--- src/rtl/s4_mem_stage_pkg.sv ---
// Shared pipeline types for the memory stage: op encoding, FSM states, bus payloads
// and the store-lane / load-extend helpers.
package s4_mem_stage_pkg;

    localparam int unsigned XLEN = 32;
    localparam int unsigned RIDX = 5;
    localparam int unsigned NBE  = XLEN / 8;

    typedef enum logic [3:0] {
        OP_NONE = 4'd0,
        OP_LB   = 4'd1,
        OP_LH   = 4'd2,
        OP_LW   = 4'd3,
        OP_LBU  = 4'd4,
        OP_LHU  = 4'd5,
        OP_SB   = 4'd6,
        OP_SH   = 4'd7,
        OP_SW   = 4'd8
    } mem_op_t;

    typedef enum logic [1:0] {
        ST_IDLE = 2'd0,
        ST_REQ  = 2'd1,
        ST_WAIT = 2'd2,
        ST_DONE = 2'd3
    } mem_state_t;

    typedef struct packed {
        logic            we;
        logic [NBE-1:0]  be;
        logic [XLEN-1:0] addr;
        logic [XLEN-1:0] wdata;
    } dm_cmd_t;

    typedef struct packed {
        logic [RIDX-1:0] rd;
        logic [XLEN-1:0] data;
        logic            we;
        logic            fault;
    } wb_pkt_t;

    function automatic logic is_load(input mem_op_t op);
        return op inside {OP_LB, OP_LH, OP_LW, OP_LBU, OP_LHU};
    endfunction

    function automatic logic is_store(input mem_op_t op);
        return op inside {OP_SB, OP_SH, OP_SW};
    endfunction

    function automatic logic is_misaligned(input mem_op_t op, input logic [1:0] off);
        case (op)
            OP_LH, OP_LHU, OP_SH: return off[0];
            OP_LW, OP_SW:         return off != 2'b00;
            default:              return 1'b0;
        endcase
    endfunction

    function automatic logic [NBE-1:0] store_be(input mem_op_t op, input logic [1:0] off);
        case (op)
            OP_SB:   return NBE'(4'b0001 << off);
            OP_SH:   return NBE'(4'b0011 << off);
            OP_SW:   return '1;
            default: return '0;
        endcase
    endfunction

    // Narrow stores replicate across the word so the lane enable picks the copy.
    function automatic logic [XLEN-1:0] store_data(input mem_op_t op, input logic [XLEN-1:0] sdata);
        case (op)
            OP_SB:   return {4{sdata[7:0]}};
            OP_SH:   return {2{sdata[15:0]}};
            OP_SW:   return sdata;
            default: return '0;
        endcase
    endfunction

    function automatic logic [XLEN-1:0] load_extract(input mem_op_t op, input logic [1:0] off,
                                                     input logic [XLEN-1:0] rdata);
        logic [7:0]  b;
        logic [15:0] h;
        case (off)
            2'd0:    b = rdata[7:0];
            2'd1:    b = rdata[15:8];
            2'd2:    b = rdata[23:16];
            default: b = rdata[31:24];
        endcase
        h = off[1] ? rdata[31:16] : rdata[15:0];
        case (op)
            OP_LB:   return {{(XLEN-8){b[7]}}, b};
            OP_LBU:  return {{(XLEN-8){1'b0}}, b};
            OP_LH:   return {{(XLEN-16){h[15]}}, h};
            OP_LHU:  return {{(XLEN-16){1'b0}}, h};
            default: return rdata;
        endcase
    endfunction

endpackage

--- src/rtl/s4_load_align.sv ---
// Combinational load extract: selects the byte/halfword lane and sign/zero-extends it.
module s4_load_align
    import s4_mem_stage_pkg::*;
(
    input  mem_op_t         op_i,
    input  logic [1:0]      off_i,
    input  logic [XLEN-1:0] rdata_i,
    output logic [XLEN-1:0] data_c_o
);

    always_comb begin
        data_c_o = load_extract(op_i, off_i, rdata_i);
    end

endmodule

--- src/rtl/s4_mem_stage.sv ---
// Memory pipeline stage: issues one data-memory request per op, aligns load data and
// produces a single-cycle writeback pulse.
module s4_mem_stage
    import s4_mem_stage_pkg::*;
(
    input  logic            clk,
    input  logic            rst_n,
    input  logic            ex_valid,
    output logic            ex_ready,
    input  logic [3:0]      ex_op,
    input  logic [XLEN-1:0] ex_result,
    input  logic [XLEN-1:0] ex_sdata,
    input  logic [RIDX-1:0] ex_rd,
    output logic            dm_req,
    output logic            dm_we,
    output logic [XLEN-1:0] dm_addr,
    output logic [XLEN-1:0] dm_wdata,
    output logic [NBE-1:0]  dm_be,
    input  logic            dm_gnt,
    input  logic            dm_rvalid,
    input  logic [XLEN-1:0] dm_rdata,
    output logic            wb_valid,
    output logic [RIDX-1:0] wb_rd,
    output logic [XLEN-1:0] wb_data,
    output logic            wb_we,
    output logic            wb_fault
);

    mem_state_t      state_q, state_d;
    mem_op_t         op_q, op_d;
    logic [1:0]      off_q, off_d;
    logic [RIDX-1:0] rd_q, rd_d;
    dm_cmd_t         cmd_q, cmd_d;
    wb_pkt_t         wb_q, wb_d;
    logic            ex_ready_q, ex_ready_d;
    logic            dm_req_q, dm_req_d;
    logic            wb_valid_q, wb_valid_d;

    mem_op_t         ex_op_c;
    logic [1:0]      ex_off_c;
    logic [XLEN-1:0] ld_data_c;

    assign ex_op_c  = mem_op_t'(ex_op);
    assign ex_off_c = ex_result[1:0];

    s4_load_align u_load_align (
        .op_i     (op_q),
        .off_i    (off_q),
        .rdata_i  (dm_rdata),
        .data_c_o (ld_data_c)
    );

    // Next state plus next values of every registered output.
    always_comb begin
        state_d = state_q;
        op_d    = op_q;
        off_d   = off_q;
        rd_d    = rd_q;
        cmd_d   = cmd_q;
        wb_d    = '0;

        case (state_q)
            ST_IDLE: begin
                if (ex_valid && ex_ready_q) begin
                    op_d  = ex_op_c;
                    off_d = ex_off_c;
                    rd_d  = ex_rd;
                    if (!is_load(ex_op_c) && !is_store(ex_op_c)) begin
                        state_d = ST_DONE;
                        wb_d.rd   = ex_rd;
                        wb_d.data = ex_result;
                        wb_d.we   = (ex_rd != '0);
                    end else if (is_misaligned(ex_op_c, ex_off_c)) begin
                        state_d    = ST_DONE;
                        wb_d.rd    = ex_rd;
                        wb_d.fault = 1'b1;
                    end else begin
                        state_d     = ST_REQ;
                        cmd_d.we    = is_store(ex_op_c);
                        cmd_d.addr  = {ex_result[XLEN-1:2], 2'b00};
                        cmd_d.be    = store_be(ex_op_c, ex_off_c);
                        cmd_d.wdata = store_data(ex_op_c, ex_sdata);
                    end
                end
            end
            ST_REQ: begin
                if (dm_gnt) begin
                    state_d = ST_WAIT;
                end
            end
            ST_WAIT: begin
                // Stores also complete here: the response beat is their acknowledge.
                if (dm_rvalid) begin
                    state_d = ST_DONE;
                    wb_d.rd = rd_q;
                    if (is_load(op_q)) begin
                        wb_d.data = ld_data_c;
                        wb_d.we   = (rd_q != '0);
                    end
                end
            end
            ST_DONE: begin
                state_d = ST_IDLE;
            end
            default: begin
                state_d = ST_IDLE;
            end
        endcase

        ex_ready_d = (state_d == ST_IDLE);
        dm_req_d   = (state_d == ST_REQ);
        wb_valid_d = (state_d == ST_DONE);
    end

    always_ff @(posedge clk or negedge rst_n) begin
        if (!rst_n) begin
            state_q    <= ST_IDLE;
            op_q       <= OP_NONE;
            off_q      <= '0;
            rd_q       <= '0;
            cmd_q      <= '0;
            wb_q       <= '0;
            ex_ready_q <= 1'b0;
            dm_req_q   <= 1'b0;
            wb_valid_q <= 1'b0;
        end else begin
            state_q    <= state_d;
            op_q       <= op_d;
            off_q      <= off_d;
            rd_q       <= rd_d;
            cmd_q      <= cmd_d;
            wb_q       <= wb_d;
            ex_ready_q <= ex_ready_d;
            dm_req_q   <= dm_req_d;
            wb_valid_q <= wb_valid_d;
        end
    end

    assign ex_ready = ex_ready_q;
    assign dm_req   = dm_req_q;
    assign dm_we    = cmd_q.we;
    assign dm_addr  = cmd_q.addr;
    assign dm_wdata = cmd_q.wdata;
    assign dm_be    = cmd_q.be;
    assign wb_valid = wb_valid_q;
    assign wb_rd    = wb_q.rd;
    assign wb_data  = wb_q.data;
    assign wb_we    = wb_q.we;
    assign wb_fault = wb_q.fault;

endmodule

--- config.mk ---
export PLATFORM = sky130hd
export DESIGN_NAME = s4_mem_stage
export DESIGN_NICKNAME = d
export VERILOG_FILES = /design/src/rtl/s4_mem_stage_pkg.sv /design/src/rtl/s4_load_align.sv /design/src/rtl/s4_mem_stage.sv
export SDC_FILE = /design/constraint.sdc
export NUM_CORES = 1
export LEC_CHECK = 0
export ABC_AREA = 1
export BUFFER_PORTS_ARGS = -buffer_cell sky130_fd_sc_hd__buf_4
export CAP_MARGIN = 25
export CORE_AREA = 4 4 95 142
export CTS_BUF_LIST = sky130_fd_sc_hd__clkbuf_4 sky130_fd_sc_hd__clkbuf_8
export DETAILED_ROUTE_END_ITERATION = 10
export DIE_AREA = 0 0 99 146
export PLACE_DENSITY = 0.79
export SLEW_MARGIN = 10
export SYNTH_ARGS = -nofsm -noshare
export SYNTH_HDL_FRONTEND = slang
export SYNTH_SLANG_ARGS = --single-unit
--- constraint.sdc ---
create_clock -name clk -period 1.8 [get_ports clk]
set_input_delay 0.09 -clock clk [delete_from_list [all_inputs] [get_ports clk]]
set_output_delay 0.09 -clock clk [all_outputs]
set_load 0.01 [all_outputs]
==> results of run 1 <==
## area by class of cell
class / instances / area, µm²
Clock buffer: 21 / 270
Clock inverter: 11 / 145
Fill cell: 981 / 3200
Inverter: 66 / 248
Multi-Input combinational cell: 629 / 2780
Sequential cell: 122 / 3050
Tap cell: 156 / 195
Timing Repair Buffer: 298 / 2430
## Yosys cell counts (all sizes together)
| master | instances | share of area |
|---|---|---|
| o21a | 1 | 0.0012 |
| o211ai | 7 | 0.0083 |
| o22ai | 1 | 0.00099 |
| dfrtp | 122 | 0.48 |
| o21ai | 34 | 0.027 |
| nor2 | 27 | 0.021 |
| nand4 | 2 | 0.0030 |
| nor3 | 2 | 0.0016 |
| buf | 31 | 0.030 |
| nor3b | 1 | 0.0012 |
| nand3 | 158 | 0.13 |
| nand3b | 1 | 0.0012 |
| nand2 | 352 | 0.21 |
| a21oi | 40 | 0.032 |
| clkbuf | 18 | 0.011 |
| conb | 1 | 0.00059 |
| inv | 66 | 0.039 |
| a21boi | 1 | 0.0012 |
## critical path, stage by stage, from the launching register on
cell and delay, ns:
dfrtp_1 0.42, inv_1 0.09, nand4_1 0.13, inv_2 0.18, buf_4 0.33, nand2_1 0.13
o21ai_0 0.21
## power groups by stage
stage | logic, mW | clock network (mW) | registers, mW
after floorplan | 2.50 | 0 | 4.63
after global placement | 5.27 | 0 | 4.26
after detailed placement | 5.35 | 0 | 4.28
after CTS | 5.45 | 2.62 | 4.25
after global routing | 6.04 | 2.76 | 4.39
final | 5.50 | 2.58 | 4.26
## layout by cell type (no fill, tap or decap), types with 4 or more instances in the layout
master / instances
nand3_1: 156
o21ai_0: 34
buf_4: 239
nand2_1: 348
inv_1: 62
clkbuf_8: 18
nand2_2: 4
dfrtp_1: 122
o211ai_1: 7
dlygate4sd3_1: 54
a21oi_1: 40
inv_2: 4
nor2_1: 21
buf_12: 5
## cell families after synthesis
| kind of cell | after synthesis | synth area share |
|---|---|---|
| AOI/OAI and AO/OA | 84 | 0.0704 |
| buffers and inverters | 115 | 0.0799 |
| DFF | 122 | 0.484 |
| other | 1 | 0.000594 |
| and+or+nand+nor | 543 | 0.366 |
## flip-flops by register name (all words and copies together) (netlist names)
signal and flops:
off_q 2, wb_rd 5, wb_we 1, dm_we 1, dm_req 1, dm_wdata 32
wb_data 32, op_q 4, state_q 2, dm_be 4, ex_ready 1, rd_q 5
wb_fault 1, wb_valid 1, dm_addr 30
## per-stage QoR
stage	hold slack, ns	instances
6_report	0.0158	1303
3_3_place_gp	0.0941	1217
3_5_place_dp	0.0942	1217
5_1_grt	0.0114	1303
2_1_floorplan	-0.206	866
4_1_cts	0.00346	1303
## final timing paths
path,start,endpoint,slack (ns)
worst min register to register,dm_addr[14],dm_addr[14],0.47
min in group asynchronous,rst_n,wb_fault,0.16
worst max register to register,state_q[0],wb_rd[0],0.22
max in group asynchronous,rst_n,dm_wdata[5],1.00
worst max-delay path,state_q[0],wb_rd[0],0.22
worst min-delay path,dm_rdata[12],wb_data[12],0.02
## layer usage
layer	track usage	vias to the layer above	share of wire
li1	-	3303	-
met1	0.332	3155	0.36
met2	0.486	323	0.51
met3	0.0647	66	0.074
met4	0.152	0	0.053
met5	0	-	0
## timing repair
| item | in CTS | in global routing |
|---|---|---|
| endpoints found under the hold margin | 114 | 0 |
| setup endpoints to repair | 0 | 16 |
| buffers inserted | 0 | 0 |
| hold buffers | 54 | 0 |
| resized for setup | 0 | 1 |
==> metrics, run 1 <==
outcome=completed; Seq cells post-synth=122; Die W=99 µm; Via Count=6847; post-synth cell types=27; CTS clk-pin slew, worst paths=0.07 ns; Hold Fails Final Rpt=0; arrival time worst endpoint=1.92 ns; CTS tree=done; Skew-Pair Late Insertion Delay=0.44 ns; Gate power share=0.446; DR pass1 iterations=5; Final WS setup=0.217 ns; Req. time, crit path=2.14 ns; nature of the critical path startpoint=register; Setup crit end kind=register; DRC=0; YS warnings=0; final instance area=9120 µm²; # rows=50; Area growth syn-to-layout=44.5%; Max Clock Skew=0.0163 ns; total gr overflow=0; reg2reg path depth=6; htree depth=4; worst slew pin tran=0.513 ns; Pwr Density=1350 nW/µm²; ANT cells=0; antenna viol nets, final=0; initial antenna violation count=0; leakage power=5.13 nW; share of cells above drive strength 1=0.255; wire per inst=15.8 µm; Mapped Area=6310 µm²; I/O pin count=221; f_max=632 MHz; Worst Path Max Fanout=27; port bufs=218; setup TNS=0 ns; Via density=5.25; DP Wirelength=14600 µm; core area=12300 µm²; Layout Utilization=0.740; Area after DPL=8160 µm²; switching power=4.86 mW; Switching Share=0.394; largest net degree at the start of global routing=53; Reg power frac=0.345; Synth Area per Inst=7.30 µm²; DRT iter0 DRCs=320; Tmin final=1.58 ns; setup-violating endpoint count in the final report=0; max_cap viols=0; Max Slew Vio Count=0; type of the most critical hold path=input port to register; hold path cells=5; Total Routing Usage GR=0.286; pre-CTS WS=0.127 ns; clk buf depth=2; Gate Count Post-Synth=865; Slew HR=0.658; fin crit share=0.879; Int Power=7.47 mW; Clock Sinks=122; Worst VDD drop=0.841 mV; clock power share=0.209; clock root buffer=clkbuf_8; die area=14500 µm²; RSZ-0062 raised after global routing=false; DRT Wirelength=20500 µm; first-pass GRT wire length=33000 µm; Total Power=12.3 mW; Die Y=146 µm; vias in the first global route=6821; Seq/Total Area, Yosys=0.484; Net count, final=1244; starting density of the core=0.512; CTS buffer count=17; Crit Path Category=register to register; GPL Wtd Cong=0.970
Note: power is estimated with default switching activity, not from simulation.
==> run 2: changes to the inputs <==
--- a/config.mk
+++ b/config.mk
@@ -8,10 +8,10 @@
 export ABC_AREA = 1
 export BUFFER_PORTS_ARGS = -buffer_cell sky130_fd_sc_hd__buf_4
 export CAP_MARGIN = 25
-export CORE_AREA = 4 4 95 142
+export CORE_AREA = 2 2 93 140
 export CTS_BUF_LIST = sky130_fd_sc_hd__clkbuf_4 sky130_fd_sc_hd__clkbuf_8
 export DETAILED_ROUTE_END_ITERATION = 10
-export DIE_AREA = 0 0 99 146
+export DIE_AREA = 0 0 95 142
 export PLACE_DENSITY = 0.79
 export SLEW_MARGIN = 10
 export SYNTH_ARGS = -nofsm -noshare
==> metrics, run 2 (synthesis gave the netlist of run 1 again) <==
outcome=completed; Worst R2R Setup Slack=0.16 ns (-0.05 ns); DR pass1 iterations=7 (+2); antenna viol nets, final=0 (unchanged); wire per inst=15.8 µm (about the same); setup TNS=0 ns (unchanged); Hold Fails Final Rpt=0 (unchanged); clock root buffer=clkbuf_8; ANT cells=0 (unchanged); Via Count=6971 (+1.8%); reg2reg end=dm_addr[23]; Max Slew Vio Count=0 (unchanged); Req. time, crit path=2.17 ns (+0.03 ns); CTS buffer count=17 (unchanged); Area growth syn-to-layout=45.2%; core area=12300 µm² (unchanged); initial antenna violation count=0 (unchanged); arrival time worst endpoint=2.01 ns (+0.09 ns); reg2reg path depth=6 (unchanged); Layout Utilization=0.744 (+0.00365); most common cell after layout, fill and taps aside=nand2_1; RSZ-0062 raised after global routing=false; fin crit share=0.909 (+0.0291); DP Wirelength=14400 µm (-1.3%); GPL Wtd Cong=0.977 (+0.72%); commonest cells after routing, fill and taps aside=nand2_1, buf_4, nand3_1, dfrtp_1, inv_1; Total Routing Usage GR=0.311 (+0.0249); DRT Wirelength=20600 µm (+0.14%); share of cells above drive strength 1=0.253 (-0.00241); DRC=0 (unchanged); starting density of the core=0.512 (unchanged); max_cap viols=0 (unchanged); hold path cells=5 (unchanged); Via density=5.34 (+1.6%); first-pass GRT wire length=32200 µm (-2.5%); worst hold path startpoint=ex_sdata[8]; total gr overflow=0 (unchanged); type of the most critical hold path=input port to register; CTS tree=done; Worst VDD drop=0.823 mV (-2.0%); fill cell count=1014 (+3.4%); nature of the critical path startpoint=register; CTS clk-pin slew, worst paths=0.07 ns (about the same); reg2reg start=state_q[1]; Die Y=142 µm (-2.7%); I/O pin count=221 (unchanged); Max Clock Skew=0.0156 ns (-0.000747 ns); Hold EP=dm_wdata[24]; Skew-Pair Late Insertion Delay=0.44 ns (about the same); port bufs=218 (unchanged); DRT iter0 DRCs=347 (+8.4%); # rows=50 (unchanged); setup-violating endpoint count in the final report=0 (unchanged); Slew HR=0.649 (-0.00939); htree depth=4 (unchanged); Tmin final=1.64 ns (+0.0524 ns); Net count, final=1249 (+0.40%); Worst Path Max Fanout=47 (+74%); worst slew pin tran=0.527 ns (+0.0141 ns); Clock Sinks=122 (unchanged); vias in the first global route=6687 (-2.0%); leakage power=5.16 nW (+0.43%); clk buf depth=2 (unchanged); f_max=611 MHz (-3.2%); largest net degree at the start of global routing=51 (-3.8%); Die W=95 µm (-4.0%); Crit Path Category=register to register; Setup crit end kind=register; die area=13500 µm² (-6.7%); Pwr Density=1350 nW/µm² (-0.30%)
[run 2: timing repair]
action | CTS | global route
hold buffers | 59 | 0
endpoints found under the hold margin | 115 | 0
gates resized for setup | 0 | 2
setup endpoints to repair | 0 | 17
setup buffers | 0 | 0
[run 2: critical path, stage by stage (launching register included)]
cell and delay (ns):
dfrtp_1 0.38, inv_1 0.12, nand4_1 0.15, inv_2 0.16
buf_4 0.45, nand3_1 0.13, nand2_1 0.14
[run 2: routing by layer]
layer / vias up / routed length, µm / global-route usage
met1: 3235 / 7230 / 0.346
met5: - / 0 / 0
met2: 333 / 10700 / 0.529
met4: 0 / 1200 / 0.185
li1: 3317 / - / -
met3: 86 / 1420 / 0.0779
[run 2: worst max-delay path by stage]
stage	startpoint	to	slack (ns)	cells after the start
finish	state_q[1]	dm_addr[23]	0.16	6
global route	state_q[1]	dm_addr[23]	0.03	6
CTS	op_q[2]	wb_data[16]	0.11	8
detailed placement	op_q[2]	wb_data[16]	0.13	8
global placement	op_q[2]	wb_data[21]	0.19	8
floorplan	op_q[1]	wb_data[22]	0.34	9
[run 2: power breakdown]
group          internal (mW)  leakage [nW]  switching [mW]  total [mW]
logic                   2.29          3.33            3.18        5.47
registers               3.71          1.62           0.580        4.29
clock network           1.53         0.211            1.06        2.59
[run 2: area by class of cell]
type / count / area (µm²) / area share
clock inverters: 7 / 115 / 0.0126
inverters: 66 / 248 / 0.0270
flip-flops and latches: 122 / 3050 / 0.333
clock buffers: 23 / 304 / 0.0332
multi-input cells: 629 / 2780 / 0.303
well taps: 156 / 195 / 0.0213
repair buffers: 303 / 2480 / 0.270
[run 2: per-stage QoR]
stage / power [mW] / area [µm²] / std cells / setup WS (ns) / hold slack, ns
after floorplan: 7.13 / 6320 / 866 / 0.340 / -0.206
after global placement: 9.49 / 8150 / 1217 / 0.193 / 0.0965
after detailed placement: 9.60 / 8150 / 1217 / 0.126 / 0.102
after CTS: 12.3 / 9160 / 1306 / 0.112 / 0.00182
after global routing: 13.2 / 9170 / 1306 / 0.0286 / 0.0191
final: 12.4 / 9170 / 1306 / 0.164 / 0.0273
==> run 3: changes to the inputs <==
--- a/config.mk
+++ b/config.mk
@@ -5,14 +5,13 @@
 export SDC_FILE = /design/constraint.sdc
 export NUM_CORES = 1
 export LEC_CHECK = 0
-export ABC_AREA = 1
 export BUFFER_PORTS_ARGS = -buffer_cell sky130_fd_sc_hd__buf_4
 export CAP_MARGIN = 25
-export CORE_AREA = 2 2 93 140
+export CORE_AREA = 2 2 92 138
 export CTS_BUF_LIST = sky130_fd_sc_hd__clkbuf_4 sky130_fd_sc_hd__clkbuf_8
 export DETAILED_ROUTE_END_ITERATION = 10
-export DIE_AREA = 0 0 95 142
-export PLACE_DENSITY = 0.79
+export DIE_AREA = 0 0 94 140
+export PLACE_DENSITY = 0.77
 export SLEW_MARGIN = 10
 export SYNTH_ARGS = -nofsm -noshare
 export SYNTH_HDL_FRONTEND = slang
==> metrics, run 3 <==
Pwr Density=1300 nW/µm² (-3.6%); die area=13200 µm² (-2.4%); Area after DPL=7980 µm² (-2.0%); clk buf depth=2 (unchanged); fin crit share=0.979 (+0.0705); setup-violating endpoint count in the final report=0 (unchanged); Slew HR=0.536 (-0.112); slowest CP cell=dfrtp_1; largest net degree at the start of global routing=40 (-22%); Clock Sinks=122 (unchanged); Via Count=5705 (-18%); antenna viol nets, final=0 (unchanged); CTS buffer count=17 (unchanged); max_cap viols=0 (unchanged); f_max=567 MHz (-7.2%); Total Routing Usage GR=0.305 (-0.00615); initial antenna violation count=0 (unchanged); crit-path cells=buf_4 -> a2111oi_2 -> buf_4 -> o221ai_2 -> o2bb2ai_1; reg2reg path depth=5 (-1); DRT Wirelength=20100 µm (-2.4%); arrival time worst endpoint=2.12 ns (+0.11 ns); share of the synthesized area in the top cell type=0.515 (+0.0310); Total Power=12.2 mW (-1.6%); Synth area leaders=dfrtp_1, mux2_2, a22o_1, o2bb2ai_1, mux2_4; Synth Area per Inst=12.0 µm² (+65%); setup TNS=0 ns (unchanged); clock root buffer=clkbuf_8; Mapped Area=5930 µm² (-6.0%); core area=12000 µm² (-3.0%); port bufs=218 (unchanged); Via density=5.80 (+8.7%); leakage power=4.59 nW (-11%); DR pass1 iterations=5 (-2); Worst Path Max Fanout=14 (-70%); Crit path largest cell delay=0.49 ns (+0.04 ns); vias in the first global route=6073 (-9.2%); I/O pin count=221 (unchanged); wire per inst=20.4 µm (+30%); Max Slew Vio Count=0 (unchanged); commonest cells after routing, fill and taps aside=buf_4, dfrtp_1, dlygate4sd3_1, nand2_1, mux2_2; # rows=49 (-2.0%); Most used DFF post-synth=dfrtp_1; final instance area=9360 µm² (+2.1%); Tmin final=1.76 ns (+0.127 ns); grt met3 use=0.0748 (-0.00309); fill cell count=728 (-28%); Seq cells post-synth=122 (unchanged); Post-synth EDFFs=0 (unchanged); RSZ-0062 raised after global routing=true; Gate Count Post-Synth=493 (-43%); top-count cell post-synth=dfrtp_1; htree depth=4 (unchanged); CTS tree=done; Req. time, crit path=2.16 ns (about the same); Die Y=140 µm (-1.4%); most frequent CP cell=buf_4; GRT met2 Usage=0.549 (+0.0199); Worst Hold Slack=0.0191 ns (-0.00818 ns); worst slew pin tran=0.693 ns (+0.166 ns); YS warnings=0 (unchanged); first-pass GRT wire length=31000 µm (-3.6%); Seq/Total Area, Yosys=0.515 (+0.0310); DRT iter0 DRCs=240 (-31%); type of the most critical hold path=input port to register; DRC=0 (unchanged); Setup crit end kind=register; most common cell after layout, fill and taps aside=buf_4; asr flop ratio synth=1.00 (unchanged); CTS clk-pin slew, worst paths=0.08 ns (about the same); Hold Fails Final Rpt=0 (unchanged); share of cells above drive strength 1=0.446 (+0.193); most frequent cells after synthesis=dfrtp_1, nand2_1, mux2_2; cell taking the most area after synthesis=dfrtp_1; ANT cells=0 (unchanged); Die W=94 µm (-1.1%); Net count, final=927 (-26%); total gr overflow=0 (unchanged); Area growth syn-to-layout=57.8%; outcome=completed; post-synth cell types=52 (+93%); hold path cells=3 (-2); DP Wirelength=13700 µm (-5.0%); Max Clock Skew=0.00982 ns (-0.00574 ns); Skew-Pair Late Insertion Delay=0.44 ns (about the same); nature of the critical path startpoint=register; starting density of the core=0.496 (-0.0160); met1 Use GR=0.333 (-0.0133); Crit Path Category=register to register; GPL Wtd Cong=1.02 (+4.1%); Worst VDD drop=0.660 mV (-20%); busiest grt layer=met2
## run 3: cell count changes in the layout (fill, tap and decap cells not counted), sizes merged, moves of 14 or more
cell         previous run  this run
o21ai                  34        19
nand3                 158         0
dlygate4sd3            59        87
mux2i                   0        16
a22o                    0        36
o2bb2ai                 0        24
a21oi                  40        14
mux2                    0        51
buf                   244       258
inv                    66         7
nand2                 352        46
## run 3: logic make-up after synthesis
family / synth area share
AOI/OAI and AO/OA: 0.202
DFF: 0.515
and+or+nand+nor: 0.0793
muxes: 0.162
buffers and inverters: 0.0384
xor gates and xnor gates: 0.00295
other: 0.000632
## run 3: where the power goes
part           total, mW  switching [mW]  internal (mW)  leakage [nW]
sequential          4.21           0.584           3.63          1.61
clock               2.56            1.11           1.45         0.206
combinational       5.39            2.53           2.86          2.77
## run 3: cell type report
| cell class | count | area (µm²) | area share |
|---|---|---|---|
| well taps | 153 | 191 | 0.0205 |
| multi-input cells | 325 | 2740 | 0.293 |
| clock buffers | 21 | 270 | 0.0289 |
| repair buffers | 345 | 2930 | 0.313 |
| inverters | 6 | 22.5 | 0.00241 |
| flip-flops and latches | 122 | 3050 | 0.326 |
| clock inverters | 11 | 145 | 0.0155 |
## run 3: path summary, 6_finish.rpt
kind,end,slack (ns),start
worst max register to register,wb_data[14],0.04,op_q[2]
min in group asynchronous,wb_data[15],0.18,rst_n
worst max-delay path,wb_data[14],0.04,op_q[2]
max in group asynchronous,off_q[0],1.03,rst_n
worst min register to register,dm_we,0.50,dm_we
worst min-delay path,wb_data[10],0.02,dm_rdata[10]
## run 3: critical path: cells and delay by family, from the launching register on
| family | cells | cell delay, ns |
|---|---|---|
| compound gates | 3 | 0.71 |
| buf+inv | 2 | 0.48 |
| flops | 1 | 0.49 |
## run 3: through the flow
| step | instances | util | setup WS, ns |
|---|---|---|---|
| after CTS | 980 | 0.776 | 0.00640 |
| after detailed placement | 861 | 0.668 | -0.0767 |
| after floorplan | 494 | - | -0.00323 |
| after global placement | 861 | 0.668 | 0.0206 |
| final | 983 | 0.783 | 0.0376 |
| after global routing | 983 | 0.783 | -0.0350 |
## run 3: per-layer routing
metal  vias up  part of all wire
met1      2831              0.35
met2       316              0.53
met3        65             0.075
met4         0             0.040
li1       2493                 -
met5         -                 0
## run 3: repair_timing
action | in CTS | in global routing
resized for setup | 1 | 11
buffers inserted | 0 | 3
setup endpoints to repair | 8 | 40
hold buffers | 87 | 0
pin swaps | 0 | 2
endpoints found under the hold margin | 153 | 0
